==> config.mk <==
export PLATFORM = sky130hd
export DESIGN_NAME = change_hopper_ctrl
export DESIGN_NICKNAME = d
export VERILOG_FILES = /design/src/rtl/change_hopper_ctrl.sv
export SDC_FILE = /design/constraint.sdc
export NUM_CORES = 1
export LEC_CHECK = 0
export CELL_PAD_IN_SITES_DETAIL_PLACEMENT = 0
export CELL_PAD_IN_SITES_GLOBAL_PLACEMENT = 1
export CORE_ASPECT_RATIO = 1.4
export CORE_UTILIZATION = 44
export CTS_CLUSTER_DIAMETER = 150
export DETAILED_ROUTE_END_ITERATION = 8
export GPL_TIMING_DRIVEN = 0
export MAX_ROUTING_LAYER = met4
export PLACE_DENSITY = 0.82
export SETUP_SLACK_MARGIN = 0.1
export SLEW_MARGIN = 25
export SYNTH_ARGS = -nofsm -noshare
export SYNTH_HDL_FRONTEND = slang
export SYNTH_SLANG_ARGS = --single-unit
export TNS_END_PERCENT = 100
==> constraint.sdc <==
create_clock -name clock -period 6 [get_ports clock]
set_input_delay 1.8 -clock clock [delete_from_list [all_inputs] [get_ports clock]]
set_output_delay 1.8 -clock clock [all_outputs]
set_load 0.01 [all_outputs]
==> src/rtl/change_hopper_ctrl.sv <==
// change_hopper_ctrl
// Change-return coin hopper controller. It accumulates 100-yen change requests
// into a pending count and pays coins out one at a time. For each coin it runs
// the hopper motor until the exit sensor shows a rising edge, then lets the
// mechanism settle before the next coin. It also tracks hopper inventory and
// reports jams (no coin within TIMEOUT_CYCLES) and the empty condition.
//
// Ports
//   clock          system clock, rising edge
//   reset          asynchronous active-high reset, clears all state
//   change_request coins to pay out (nonzero = one-cycle request)
//   coin_sensor    hopper exit sensor level (synchronous)
//   refill         one-cycle pulse: add refill_count to inventory
//   refill_count   coins added on refill
//   clear_fault    one-cycle pulse: leave FAULT
//   hopper_motor   motor drive, high only while paying a coin
//   coin_out       one-cycle pulse per counted coin
//   busy           pending != 0 or controller not idle
//   pending        coins still owed
//   inventory      coins believed to be in the hopper
//   hopper_empty   coins owed but inventory exhausted
//   jam_error      high while in FAULT
//   overflow       one-cycle pulse when a request saturates pending
module change_hopper_ctrl #(
    parameter int TIMEOUT_CYCLES = 1000,
    parameter int GAP_CYCLES     = 4,
    parameter int INVENTORY_INIT = 100
) (
    input  logic       clock,
    input  logic       reset,
    input  logic [3:0] change_request,
    input  logic       coin_sensor,
    input  logic       refill,
    input  logic [7:0] refill_count,
    input  logic       clear_fault,
    output logic       hopper_motor,
    output logic       coin_out,
    output logic       busy,
    output logic [5:0] pending,
    output logic [7:0] inventory,
    output logic       hopper_empty,
    output logic       jam_error,
    output logic       overflow
);

    localparam int TW = $clog2(TIMEOUT_CYCLES + 1);
    localparam int GW = $clog2(GAP_CYCLES + 1);
    localparam logic [TW-1:0] TIMER_LAST = TW'(TIMEOUT_CYCLES - 1);
    localparam logic [GW-1:0] GAP_LAST   = GW'(GAP_CYCLES - 1);
    localparam logic [7:0]    INV_RESET  = 8'(INVENTORY_INIT);

    typedef enum logic [1:0] {
        IDLE  = 2'd0,
        MOTOR = 2'd1,
        GAP   = 2'd2,
        FAULT = 2'd3
    } state_t;

    state_t        state, state_n;
    logic [TW-1:0] timer, timer_n;
    logic [GW-1:0] gap_cnt, gap_cnt_n;
    logic          sensor_d;
    logic          sensor_edge;
    logic          counted;
    logic [5:0]    pending_n;
    logic [7:0]    inventory_n;
    logic          overflow_n;

    // Pending update, saturating at 63. Bit 6 of the result flags a clipped sum.
    // A decrement only happens in MOTOR, which is never entered with pending = 0.
    function automatic logic [6:0] sat_pending(input logic [5:0] cur,
                                               input logic [3:0] req,
                                               input logic       dec);
        logic [6:0] sum;
        sum = {1'b0, cur} + {3'b000, req} - {6'd0, dec};
        if (sum > 7'd63)
            return {1'b1, 6'd63};
        return {1'b0, sum[5:0]};
    endfunction

    // Inventory update with optional refill and coin, saturating at 255.
    // A coin is only counted in MOTOR, which requires inventory != 0.
    function automatic logic [7:0] sat_inventory(input logic [7:0] cur,
                                                 input logic       add,
                                                 input logic [7:0] amount,
                                                 input logic       dec);
        logic [8:0] sum;
        sum = {1'b0, cur} + (add ? {1'b0, amount} : 9'd0) - {8'd0, dec};
        if (sum > 9'd255)
            return 8'd255;
        return sum[7:0];
    endfunction

    assign sensor_edge = coin_sensor & ~sensor_d;

    // Next-state, counters and the pending/inventory arithmetic
    always_comb begin
        state_n   = state;
        timer_n   = timer;
        gap_cnt_n = gap_cnt;
        counted   = 1'b0;

        case (state)
            IDLE: begin
                if (pending != 6'd0 && inventory != 8'd0) begin
                    state_n = MOTOR;
                    timer_n = '0;
                end
            end
            MOTOR: begin
                // An edge in the last timeout cycle still wins over the jam.
                if (sensor_edge) begin
                    counted   = 1'b1;
                    state_n   = GAP;
                    gap_cnt_n = '0;
                end else if (timer == TIMER_LAST) begin
                    state_n = FAULT;
                end else begin
                    timer_n = timer + 1'b1;
                end
            end
            GAP: begin
                if (gap_cnt == GAP_LAST) begin
                    if (pending != 6'd0 && inventory != 8'd0) begin
                        state_n = MOTOR;
                        timer_n = '0;
                    end else begin
                        state_n = IDLE;
                    end
                end else begin
                    gap_cnt_n = gap_cnt + 1'b1;
                end
            end
            FAULT: begin
                if (clear_fault)
                    state_n = IDLE;
            end
            default: state_n = IDLE;
        endcase

        {overflow_n, pending_n} = sat_pending(pending, change_request, counted);
        inventory_n = sat_inventory(inventory, refill, refill_count, counted);
    end

    // State and registered outputs; status flags come from next-state values
    // so they line up with the pending count they describe.
    always_ff @(posedge clock or posedge reset) begin
        if (reset) begin
            state        <= IDLE;
            timer        <= '0;
            gap_cnt      <= '0;
            sensor_d     <= 1'b0;
            pending      <= 6'd0;
            inventory    <= INV_RESET;
            hopper_motor <= 1'b0;
            coin_out     <= 1'b0;
            busy         <= 1'b0;
            hopper_empty <= 1'b0;
            jam_error    <= 1'b0;
            overflow     <= 1'b0;
        end else begin
            state        <= state_n;
            timer        <= timer_n;
            gap_cnt      <= gap_cnt_n;
            sensor_d     <= coin_sensor;
            pending      <= pending_n;
            inventory    <= inventory_n;
            hopper_motor <= (state_n == MOTOR);
            coin_out     <= counted;
            busy         <= (pending_n != 6'd0) || (state_n != IDLE);
            hopper_empty <= (pending_n != 6'd0) && (inventory_n == 8'd0);
            jam_error    <= (state_n == FAULT);
            overflow     <= overflow_n;
        end
    end

endmodule

# Word level (Yosys, flattened, before mapping)
# Index checks and enable logic that the tools add are counted.
[classes] addsub=6 multipliers=0 div=0 order_cmp=2 eq_ne=12 n_shift=0 mux=24 bitwise_logic=2 n_reduce_logical=13
[op_table] operator="10-bit two-way mux" n=4
[op_table] operator="10-bit case mux with 3 select lines" n=1
[op_table] operator="8-bit two-way mux" n=3
[op_table] operator="7-bit two-way mux" n=2
[op_table] operator="6-bit nonzero test" n=2
[op_table] operator="10-bit by 1-bit adder with 10-bit output (second input constant)" n=1
[op_table] operator="10-bit equality test (second input constant)" n=1
[op_table] operator="2-bit two-way mux" n=5
[op_table] operator="2-bit inequality test (second input constant)" n=5
[op_table] operator="8-bit by 8-bit adder with 9-bit output" n=1
[op_table] operator="9-bit by 8-bit > comparator with 1-bit output (second input constant)" n=1
[op_table] operator="9-bit by 1-bit subtractor with 9-bit output" n=1
[op_table] operator="8-bit logical NOT" n=1
[op_table] operator="2-bit case mux with 4 select lines" n=1
[op_table] operator="8-bit nonzero test" n=1
[op_table] operator="6-bit by 4-bit adder with 7-bit output" n=1
[op_table] operator="7-bit by 6-bit > comparator with 1-bit output (second input constant)" n=1
[op_table] operator="7-bit by 1-bit subtractor with 7-bit output" n=1
[op_table] operator="2-bit equality test (second input constant)" n=3
[op_table] operator="3-bit two-way mux" n=2
[op_table] operator="3-bit case mux with 2 select lines" n=1
[op_table] operator="1-bit two-way mux" n=5
[op_table] operator="2-bit by 1-bit equality test with 1-bit output (second input constant)" n=2
[op_table] operator="4-bit AND reduction" n=1
[op_table] operator="other kinds (10)" n=12
[totals] register_bits=36 latch_bits=0 mem_bits_rw=0 rom_bits=0 inputBits=17 output_inout_bits=20 elab_cells=71 mem_count=0

# Longest topological paths before layout
[depth] ltp_word=10 ltp_mapped=12 depth_no_buf=12

# Least setup slack after synthesis
# OpenSTA, ideal clock, no wires.
[synth_path] path_type="input to register" from="in refill" to="reg hopper_empty" setup_time_ps=101 arrival_time_ps=3997 t_required_ps=5899 setup_slack_ps=1902 cell_stages=11 n_path_buf=1 path_cell_list="clkbuf_1 nand2_1 ha_1 inv_1 fa_1 a211oi_2 nor3_1 mux2_2 nor2_4 nand2_1 nor4_1"
[synth_between] elab_chain_len=8
[synth_lines] element="start: declaration" line_no="33" source="input logic refill,"
[synth_lines] element="8-bit two-way mux (*)" line_no="88" source="sum = {1'b0, cur} + (add ? {1'b0, amount} : 9'd0) - {8'd0, dec};"
[synth_lines] element="8-bit by 8-bit adder with 9-bit output (*)" line_no="88"
[synth_lines] element="9-bit by 1-bit subtractor with 9-bit output (*)" line_no="88"
[synth_lines] element="9-bit by 8-bit > comparator with 1-bit output" line_no="89" source="if (sum > 9'd255)"
[synth_lines] element="1-bit two-way mux" line_no="89"
[synth_lines] element="8-bit two-way mux (*)" line_no="91" source="return sum[7:0];"
[synth_lines] element="net inventory_n[6]" line_no="66" source="logic [7:0] inventory_n;"
[synth_lines] element="8-bit logical NOT (*)" line_no="171" source="hopper_empty <= (pending_n != 6'd0) && (inventory_n == 8'd0);"
[synth_lines] element="1-bit logical AND (*)" line_no="171"
[synth_lines] element="end signal: assignment" line_no="171"
[synth_lines] element="end: declaration" line_no="41" source="output logic hopper_empty,"
# The timed path passes the listed nets; every way through them passes the cells marked *.
# A chain may end at the register's enable or synchronous reset.

# Worst setup path in the final report
[layout_path] from="in coin_sensor" to="reg hopper_empty"
[layout_between] elab_chain_len=9 word_cells_on_any_way=14 cone_classes="2 x add/sub; 2 x order compare; 6 x mux; 1 x bitwise; 3 x reduce/logical"
[layout_lines] element="start: declaration" line_no="32" source="input logic coin_sensor,"
[layout_lines] element="1-bit bitwise AND (*)" line_no="94" source="assign sensor_edge = coin_sensor & ~sensor_d;"
[layout_lines] element="1-bit two-way mux (*)" line_no="112" source="if (sensor_edge) begin"
[layout_lines] element="1-bit two-way mux (*)" line_no="103" source="case (state)"
[layout_lines] element="net counted" line_no="64" source="logic counted;"
[layout_lines] element="9-bit by 1-bit subtractor with 9-bit output (*)" line_no="88"
[layout_lines] element="9-bit by 8-bit > comparator with 1-bit output" line_no="89"
[layout_lines] element="1-bit two-way mux" line_no="89"
[layout_lines] element="8-bit two-way mux (*)" line_no="91"
[layout_lines] element="net inventory_n[6]" line_no="66"
[layout_lines] element="8-bit logical NOT (*)" line_no="171"
[layout_lines] element="1-bit logical AND (*)" line_no="171"
# Marked as above.

==> results.toml <==
[outcome]
status = "complete, no violations"

[yosys]
synthArstFlopShare_pct = 100
ys_warn_count = 0
synth_edf_count = 0
synth_area_leaders = "dfrtp_1 (34%), ha_1 (14%), inv_1 (6.9%), xnor2_1 (5.0%), nand2_1 (4.8%)"
avgSynthCellArea_um2 = 9.03
ys_ff_latch = 36
synth_area_um2 = 2440
seq_area_frac_synth_pct = 37.1
ys_types = 49
syn_nets = 317
synth_commonest_cells = "inv_1 (45), dfrtp_1 (33), nand2_1 (31)"
yosysTopAreaCell = "dfrtp_1"
synth_ff_type = "dfrtp_1"
synth.most_common_cell = "inv_1"
syn-instance-count = 270
synth_top_area_share_pct = 33.9

[clocking]
cts_hold_buf = 0
path_clk_slew_ns = 0.07
cts_tree = "built"
clock_path_buffers = 2
clockRootBuffer = "clkbuf_8"
insertion_delay_ns = 0.28
h-tree-depth = 2
cts_repair_resize_count = 0
cts_buffers = 5
cts.sinks = 36
cts_setup_buffers = 0

[die]
die_h_um = 90.1
num_rows = 31
coreArea_um2 = 5240
die_x_um = 64.9
start_util_pct = 46.5
dieArea_um2 = 5850
io_pins = 37

[pwr]
power.leakage_nw = 1.40
ir_drop_uv = 235
pwr_density_cell_nw_per_um2 = 507

[timing]
grt_setup_unrepaired = "no"
setup_viol = 0
hold_viol = 0
finalMaxSlewViolations = 0
clock.fmax_mhz = 213
slew_headroom_pct = 52.5
tns_ns = 0
post-route-period-util_pct = 78.3
worst_slew_pin_slew_ns = 0.711
clock_skew_ns = 0.00938
fin_crit_ns = 4.70

[global_route]
grt_usage_pct = 18.9
grt_pass1_vias = 1902
antenna_found_initial = 0
grt-busiest-layer = "met2"
grt_use_met2_pct = 33.4
use_met1_pct = 21.6
grt_pass1_wl_um = 8410
grt_overflow_total = 0
grtUsageMet3_pct = 3.30
grt_max_degree = 37

[finish]
n_fill_cell = 479
layout.cells.non_filler = 379
layout-area-overhead-vs-synth_pct = 21.6
layout-drive-gt1-share_pct = 6.71
final_util_pct = 56.6
multi_input_area_um2 = 1340
seq_area_um2 = 905
final_nets = 359
antenna_cells = 0

[min_path]
hp-class = "reg2reg"

[route]
ant_nets = 0
post-route-drc-count = 0
vias = 1925
drt_first_pass_iters = 4
drtIter0Drc = 89
wire_per_inst_um = 12.8
viasPerCell = 5.08
wirelength_um = 4850

[worst_setup_path]
cp-end-kind = "flip-flop"
crit_type = "in2reg"
worst_setup_path_start_kind = "input pin"
cp.required_ns = 6.19
worstPathArrival_ns = 4.89
cpLargestDelayFamily = "simple AND/OR/NAND/NOR gates"
cp_max_fo = 6
cp_cell_sequence = "clkdlybuf4s50_1 > nor3b_2 > xnor2_1 > ha_1 > fa_1 > a211oi_2 > nor3_1 > mux2_2 > nor2_4 > nand2_1 > nor4_1"
worst_path_max_delay_cell = "clkdlybuf4s50_1"
critPathMaxStageDelay_ns = 0.51
critPathBufInv = 1

[placement]
dpl.hpwl_um = 3910
post-place-cells = 371
numPortBuffers = 35
place.gp.congestion = 0.771

[job]
cap_violations = 0
[worst reg2reg max path, stage by stage, from the launching register on]
cell and delay [ns]:
dfrtp_1 0.41, nand2b_2 0.23, nor3b_2 0.46, xnor2_1 0.15, ha_1 0.23, fa_1 0.42, a211oi_2 0.32, nor3_1 0.14
mux2_2 0.34, nor2_4 0.19, nand2_1 0.10, nor4_1 0.26
[layout by cell type, fill, tap and decap left out, drive strengths merged, types with 2 or more instances in the layout]
master          n
ha             28
buf             3
nor4b           3
xor2            6
nor2           26
a21oi           6
nand2          31
nand3           4
fa              2
clkbuf          8
dfstp           3
xnor2          14
o21bai          4
nor4            7
a211oi          4
nand4b          2
o21ai           9
nor2b           4
mux2            2
nor3b           2
dfrtp          33
clkdlybuf4s50  35
nand2b          6
inv            45
nor3            4
or3             2
a21o            3
[cells by family after synthesis]
group	count (synthesis)	synth area share, %
and+or+nand+nor	98	20.5
adders and majority gates	30	16.0
DFF	36	37.1
muxes	3	1.33
buffers and inverters	49	7.90
xor gates and xnor gates	20	7.19
AOI/OAI and AO/OA	34	9.91
[flip-flops by register name, indices dropped and copies added, names as in the netlist]
register      flops
pending           6
hopper_motor      1
sensor_d          1
jam_error         1
coin_out          1
hopper_empty      1
busy              1
overflow          1
state             2
timer            10
inventory         8
gap_cnt           3
[final timing paths]
check	end	slack (ns)	cells past startpoint	startpoint
max	hopper_empty$_DFF_PP0_	1.30	11	coin_sensor
min	gap_cnt[2]$_DFFE_PP0P_	0.49	2	gap_cnt[2]$_DFFE_PP0P_
max reg2reg	hopper_empty$_DFF_PP0_	2.67	11	state[1]$_DFF_PP0_
min reg2reg	gap_cnt[2]$_DFFE_PP0P_	0.49	2	gap_cnt[2]$_DFFE_PP0P_
max in group asynchronous	timer[4]$_DFFE_PP0P_	3.59	2	reset
min in group asynchronous	inventory[3]$_DFF_PP0_	1.95	2	reset
[power by group]
part | internal [mW] | switching, mW | total [mW]
clock network | 0.0933 | 0.0848 | 0.178
registers | 0.328 | 0.0587 | 0.387
logic | 0.422 | 0.516 | 0.937
total | 0.843 | 0.659 | 1.50
[routing by layer]
metal	wire length, µm	share of wire [%]	vias up
li1	-	-	977
met1	2070	43	909
met2	2570	53	33
met3	136	2.8	6
met4	67	1.4	0
met5	0	0	-
[stage by stage]
step                hold slack, ns  power (mW)  setup slack (ns)  instance area [µm²]
floorplan                    0.450        1.07              1.90                 2440
global placement             0.464        1.32              1.02                 2870
detailed placement           0.471        1.34             0.946                 2870
CTS                          0.487        1.52              1.28                 2960
global route                 0.525        1.66              1.05                 2960
finish                       0.486        1.50              1.30                 2960
[final cells by class]
cell class                 instances  share of cell area, %
multi-input combinational        185                   45.2
inverter                          45                   5.70
timing repair buffer              35                   11.8
clock buffer                       7                   2.91
sequential                        36                   30.5
buffer                             4                  0.802
clock inverter                     1                  0.253
tap                               66                   2.79
Note: power is estimated with default switching activity, not from simulation.
